**src/rtl/spi_pkg.sv**
```systemverilog
// Shared types and constants for the SPI master controller.
package spi_pkg;

    typedef enum logic [2:0] {
        ST_IDLE,
        ST_LEAD,
        ST_SHIFT,
        ST_GAP,
        ST_TRAIL
    } state_t;

    // {CPOL, CPHA}
    localparam logic [1:0] MODE0 = 2'b00;
    localparam logic [1:0] MODE1 = 2'b01;
    localparam logic [1:0] MODE2 = 2'b10;
    localparam logic [1:0] MODE3 = 2'b11;

    localparam int BITS_PER_WORD = 8;

endpackage

```
**src/rtl/spi_master_ctrl_clk_gen.sv**
```systemverilog
// SCLK generator: half-period divider, SCLK edge counter and the SCLK register.
// The SCLK register doubles as the CPOL tracker while the controller is idle.
module spi_clk_gen #(
    parameter int CLK_DIV = 4
) (
    input  logic       clk,
    input  logic       rst_n,
    input  logic       run,        // divider counts only while set, cleared otherwise
    input  logic       edge_en,    // produce an SCLK edge this cycle
    input  logic       idle_load,  // controller idle: SCLK follows cpol_in
    input  logic       cpol_in,
    output logic       tick,
    output logic [3:0] edge_idx,
    output logic       lead_edge,
    output logic       sclk
);

    localparam logic [7:0] DIV_M1 = 8'(CLK_DIV - 1);

    logic [7:0] cnt;

    assign tick      = run && (cnt == DIV_M1);
    assign lead_edge = ~edge_idx[0];

    // Half-period counter, 0..CLK_DIV-1, held at zero while not running.
    always_ff @(posedge clk) begin
        if (!rst_n || !run) cnt <= '0;
        else if (cnt == DIV_M1) cnt <= '0;
        else cnt <= cnt + 8'd1;
    end

    // Edge index k; sixteen edges per byte so it wraps back to zero on its own.
    always_ff @(posedge clk) begin
        if (!rst_n) edge_idx <= '0;
        else if (edge_en) edge_idx <= edge_idx + 4'd1;
    end

    // SCLK: tracks CPOL one cycle late when idle, toggles on each edge.
    always_ff @(posedge clk) begin
        if (!rst_n) sclk <= 1'b0;
        else if (idle_load) sclk <= cpol_in;
        else if (edge_en) sclk <= ~sclk;
    end

endmodule

```
**src/rtl/spi_master_ctrl.sv**
```systemverilog
// Byte-oriented SPI master: host start/done handshake, all four SPI modes,
// single bytes or CS-held bursts, SCLK from a fixed clk divider.
module spi_master_ctrl
    import spi_pkg::*;
#(
    parameter int CLK_DIV = 4
) (
    input  logic       clk,
    input  logic       rst_n,
    input  logic       start,
    input  logic [1:0] mode,
    input  logic       last,
    input  logic [7:0] tx_data,
    output logic       busy,
    output logic       done,
    output logic [7:0] rx_data,
    output logic       SCLK,
    output logic       CS,
    output logic       MOSI,
    input  logic       MISO
);

    state_t     state, state_nxt;
    logic       run;
    logic       tick, lead_edge;
    logic [3:0] edge_idx;
    logic       cpha, last_q, fin;
    logic [7:0] tx_sr, rx_sr;
    logic       accept, edge_en, sample, upd, mosi_bit;

    spi_clk_gen #(.CLK_DIV(CLK_DIV)) u_clk_gen (
        .clk       (clk),
        .rst_n     (rst_n),
        .run       (run),
        .edge_en   (edge_en),
        .idle_load (state == ST_IDLE),
        .cpol_in   (mode[1]),
        .tick      (tick),
        .edge_idx  (edge_idx),
        .lead_edge (lead_edge),
        .sclk      (SCLK)
    );

    // State register.
    always_ff @(posedge clk) begin
        if (!rst_n) state <= ST_IDLE;
        else state <= state_nxt;
    end

    // Next state plus edge/sample/shift strobes. Edge 0 is produced by the
    // tick that ends LEAD; edges 1..15 by the ticks in SHIFT.
    always_comb begin
        state_nxt = state;
        accept    = 1'b0;
        edge_en   = 1'b0;
        sample    = 1'b0;
        upd       = 1'b0;
        mosi_bit  = cpha ? tx_sr[7] : tx_sr[6];
        case (state)
            ST_IDLE: begin
                accept = start;
                if (start) state_nxt = ST_LEAD;
            end
            ST_LEAD: begin
                edge_en = tick;
                if (tick) state_nxt = ST_SHIFT;
            end
            ST_SHIFT: begin
                edge_en = tick;
                if (tick && edge_idx == 4'd15) state_nxt = last_q ? ST_TRAIL : ST_GAP;
            end
            ST_GAP: begin
                accept = start;
                if (start) state_nxt = ST_LEAD;
            end
            ST_TRAIL: begin
                if (tick) state_nxt = ST_IDLE;
            end
            default: state_nxt = ST_IDLE;
        endcase
        if (edge_en) begin
            sample = cpha ? ~lead_edge : lead_edge;
            // CPHA=0 presents bit7 in LEAD, so only trailing edges 1..13 advance it.
            upd    = cpha ? lead_edge : (~lead_edge && edge_idx != 4'd15);
        end
    end

    // Datapath: CS/MOSI/busy/done registers and the tx/rx shift registers.
    always_ff @(posedge clk) begin
        if (!rst_n) begin
            run     <= 1'b0;
            busy    <= 1'b0;
            CS      <= 1'b1;
            MOSI    <= 1'b0;
            fin     <= 1'b0;
            done    <= 1'b0;
            rx_data <= 8'h00;
            rx_sr   <= 8'h00;
            tx_sr   <= 8'h00;
            cpha    <= 1'b0;
            last_q  <= 1'b0;
        end else begin
            // run lags state by a cycle so LEAD spans CLK_DIV cycles of CS low.
            run  <= (state == ST_LEAD) || (state == ST_SHIFT) || (state == ST_TRAIL);
            busy <= (state_nxt == ST_LEAD) || (state_nxt == ST_SHIFT) ||
                    (state_nxt == ST_TRAIL);
            CS   <= (state == ST_IDLE) || (state == ST_TRAIL && tick);
            fin  <= edge_en && edge_idx == 4'd15;
            done <= fin;
            if (fin) rx_data <= rx_sr;
            if (accept) begin
                tx_sr  <= tx_data;
                last_q <= last;
                if (state == ST_IDLE) cpha <= mode[0];
            end else if (upd) begin
                tx_sr <= {tx_sr[6:0], 1'b0};
            end
            if (state == ST_IDLE) MOSI <= 1'b0;
            else if (state == ST_LEAD && !cpha) MOSI <= tx_sr[7];
            else if (upd) MOSI <= mosi_bit;
            if (sample) rx_sr <= {rx_sr[6:0], MISO};
        end
    end

endmodule
```
**config.mk**
```make
export PLATFORM = sky130hd
export DESIGN_NAME = spi_master_ctrl
export DESIGN_NICKNAME = d
export VERILOG_FILES = /design/src/rtl/spi_pkg.sv /design/src/rtl/spi_master_ctrl_clk_gen.sv /design/src/rtl/spi_master_ctrl.sv
export SDC_FILE = /design/constraint.sdc
export NUM_CORES = 1
export LEC_CHECK = 0
export ABC_AREA = 1
export BUFFER_PORTS_ARGS = -buffer_cell sky130_fd_sc_hd__clkbuf_2
export CORE_MARGIN = 4
export CORE_UTILIZATION = 49
export CTS_CLUSTER_SIZE = 25
export DETAILED_ROUTE_END_ITERATION = 8
export HOLD_SLACK_MARGIN = 0.06
export PLACE_DENSITY = 0.74
export SYNTH_ARGS = -nofsm -noshare
export SYNTH_HDL_FRONTEND = slang
export SYNTH_HIERARCHICAL = 1
export SYNTH_SLANG_ARGS = --single-unit
```
**constraint.sdc**
```tcl
create_clock -name clk -period 4.14 [get_ports clk]
set_input_delay 0.207 -clock clk [delete_from_list [all_inputs] [get_ports clk]]
set_output_delay 0.207 -clock clk [all_outputs]
set_load 0.005 [all_outputs]
```
==> results.md <==
* Status: finished clean
* Final Hold Fails at 0
* CP max FO at 12
* Avg Cell Area, Syn at 7.04 sq um
* Post-Synthesis Cells at 305
* Synthesis Warnings at 6
* Power per cell area at 388 mW/mm^2
* Final ANT Viol Nets at 0
* Combinational power share at 0.076
* Max Slew Vio Count at 0
* Startpoint Class: flip-flop
* Syn Std Cell Area at 0.00215 sq mm
* Via count at 1908
* Syn Nets at 322
* Switching power share of the total at 0.218
* Peak Freq at 0.418 GHz
* # rows at 23
* WL/cell at 11.2 microns
* Top sig layer: met4
* Post-CTS setup buffers at 0
* Slew headroom at 0.659
* Sequential share of the synthesized area at 0.447
* Die Y at 74.2 microns
* Worst hold path class: primary input to flip-flop
* TritonCTS buffer count at 5
* Crit path kind: flip-flop to flip-flop
* Skew-Pair Late Insertion Delay at 0.30 ns
* Post-Place Cells at 375
* Final period util at 0.577
* P&R area growth vs syn at 13.2%
* Total power at 0.943 mW
* H-tree levels at 2
* First-pass GRT wire length at 7160 microns
* CTS resizes at 0
* First drt pass iteration count at 4
* Vias per cell at 4.99
* Worst clock skew at 0.00226 ns
* Synth top area share at 0.447
* Maxcap violations at 0
* GRT Residual Overflow at 0
* Sequential share of power at 0.510
* Layout cells sized above 1 at 0.157
* Register bit count reported by yosys at 48
* Storage cell area at 961 sq um
* GPL Wtd Cong at 0.812
* Setup crit end kind: flip-flop
* Vias in the first global route at 1723
* Maximum vdd drop at 0.191 mV
* Total Routing Usage GR at 0.165
* Filler Cell Count at 396
* Antenna diodes at 0
* Root buffer cell: clkbuf_8
* Initial core utilization at 0.522
* NumNets Final at 349
* DRC viols at 0
* Final setup violation count at 0
* Pint at 0.737 mW
* Static leakage at 1.07 nW
* Count of input and output buffers at 27
* DIE AREA at 0.00551 sq mm
* RSZ-0062 raised after global routing: no
* Count of hold-fix buffers inserted at cts at 0
* Reg clk slew, reported paths at 0.08 ns
* Initial antenna violation count at 0
* Multi-input gate area at 0.00102 sq mm
* Post-synthesis cell type count at 26
* Largest net degree at the start of global routing at 29
* Required time of the critical path at 4.37 ns
* Detailed placement HPWL at 3040 microns
* Met2 routed WL at 1910 microns
* Worst-Margin Slew at 0.512 ns
* Min cycle time layout at 2.39 ns
* Routed wire length at 4270 microns
* CORE AREA at 0.00412 sq mm
* Clock Power Share at 0.413
* WP data arrival at 2.62 ns
* CTS tree: built
* CTS sink cnt at 48
* Post-Layout Cell Count at 382
* Routed wl met3 at 192 microns
* Setup TNS at 0 ns
* Switch Pwr at 0.206 mW
* WHS at 0.139 ns
* Ranking of synthesized cells by area: dfxtp_1 (45%), nand2_1 (14%), a21oi_1 (6.5%)
* Max Buffers Root-to-Sink at 2
* Wire length on met1 at 2110 microns
* Starting DRT DRC Count at 103
* Synth area leader: dfxtp_1
* Die W at 74.2 microns
* I/O pins at 28
## path summary, 6_finish.rpt
| kind | startpoint | end | slack (ns) | cells after the start |
|---|---|---|---|---|
| worst max-delay path | u_clk_gen/cnt[0] | tx_sr[7] | 1.75 | 11 |
| worst min-delay path | tx_data[0] | tx_sr[0] | 0.14 | 3 |
| worst max register to register | u_clk_gen/cnt[0] | tx_sr[7] | 1.75 | 11 |
| worst min register to register | u_clk_gen/cnt[0] | u_clk_gen/cnt[0] | 0.45 | 1 |
## through the flow
step	setup WS [ns]	instance area (sq um)	util
after global routing	1.46	2430	0.591
after global placement	1.83	2300	0.560
after detailed placement	1.77	2300	0.560
after floorplan	2.17	2150	-
final	1.75	2430	0.591
after CTS	1.73	2430	0.591
## state kept, by name, summed over array words and instances (netlist names)
register / count
rx_data: 8
u_clk_gen/edge_idx: 4
rx_sr: 8
tx_sr: 8
state: 3
u_clk_gen/sclk: 1
done: 1
busy: 1
fin: 1
CS: 1
cpha: 1
last_q: 1
MOSI: 1
u_clk_gen/cnt: 8
run: 1
## power groups by stage
| stage | Clock (mW) | Sequential [mW] | Combinational, mW |
|---|---|---|---|
| 6_report | 0.390 | 0.481 | 0.0718 |
| 5_1_grt | 0.416 | 0.483 | 0.0821 |
| 4_1_cts | 0.395 | 0.481 | 0.0722 |
| 3_5_place_dp | 0 | 0.492 | 0.0719 |
| 3_3_place_gp | 0 | 0.492 | 0.0706 |
| 2_1_floorplan | 0 | 0.490 | 0.0525 |
## placed cells by master, fill, tap and decap left out
cell | Yosys | final
a21oi_4 | 1 | 1
clkbuf_8 | 0 | 5
dfxtp_1 | 48 | 48
o21ai_0 | 20 | 20
xnor2_1 | 1 | 1
nand2_4 | 1 | 1
nand3_1 | 22 | 22
ha_1 | 2 | 2
o21ai_1 | 2 | 2
inv_2 | 4 | 4
nand2_1 | 82 | 82
nand3b_1 | 1 | 1
o22ai_1 | 1 | 1
nor2_1 | 37 | 37
inv_1 | 30 | 30
and2_1 | 1 | 1
nand2_2 | 4 | 4
bufinv_16 | 0 | 2
clkbuf_2 | 0 | 27
o21a_1 | 1 | 1
a211oi_1 | 1 | 1
nor2_2 | 1 | 1
a21oi_2 | 5 | 5
nand3_2 | 2 | 2
a21oi_1 | 28 | 28
nand4_1 | 3 | 3
## synth_stat cells, drive strengths merged
| library cell | n |
|---|---|
| nand2 | 87 |
| dfxtp | 48 |
| nor2 | 38 |
| a21oi | 34 |
| inv | 34 |
| nand3 | 24 |
| o21ai | 22 |
| clkbuf | 4 |
| buf | 3 |
| nand4 | 3 |
| ha | 2 |
| a211oi | 1 |
| and2 | 1 |
| nand3b | 1 |
| o21a | 1 |
| o22ai | 1 |
| xnor2 | 1 |
## kinds of logic after synthesis
| kind of cell | share of synthesized area |
|---|---|
| compound gates | 0.154 |
| buf+inv | 0.0792 |
| fa+ha+maj | 0.0116 |
| xor+xnor | 0.00408 |
| flops | 0.447 |
| simple gates | 0.303 |
## metal layers
layer,global-route usage,vias to the layer above
met5,0,-
met4,0.0593,0
met3,0.0365,4
met2,0.264,39
met1,0.219,837
li1,-,1028
## final cells by class
class	count	share of cell area
sequential	48	0.395
inverter	34	0.0525
timing repair buffer	27	0.0556
clock buffer	5	0.0283
multi-input combinational	216	0.418
tap	50	0.0257
clock inverter	2	0.0247
## worst max-delay path: stages, from the launching register on
cell,delay [ns]
dfxtp_1,0.36
ha_1,0.29
nand2_2,0.09
nor2_1,0.13
nand2_2,0.08
nor2_1,0.24
inv_1,0.15
a21oi_4,0.31
nand2_2,0.22
nand2_1,0.23
nand2_1,0.09
a21oi_1,0.13
Note: power is estimated with default switching activity, not from simulation.
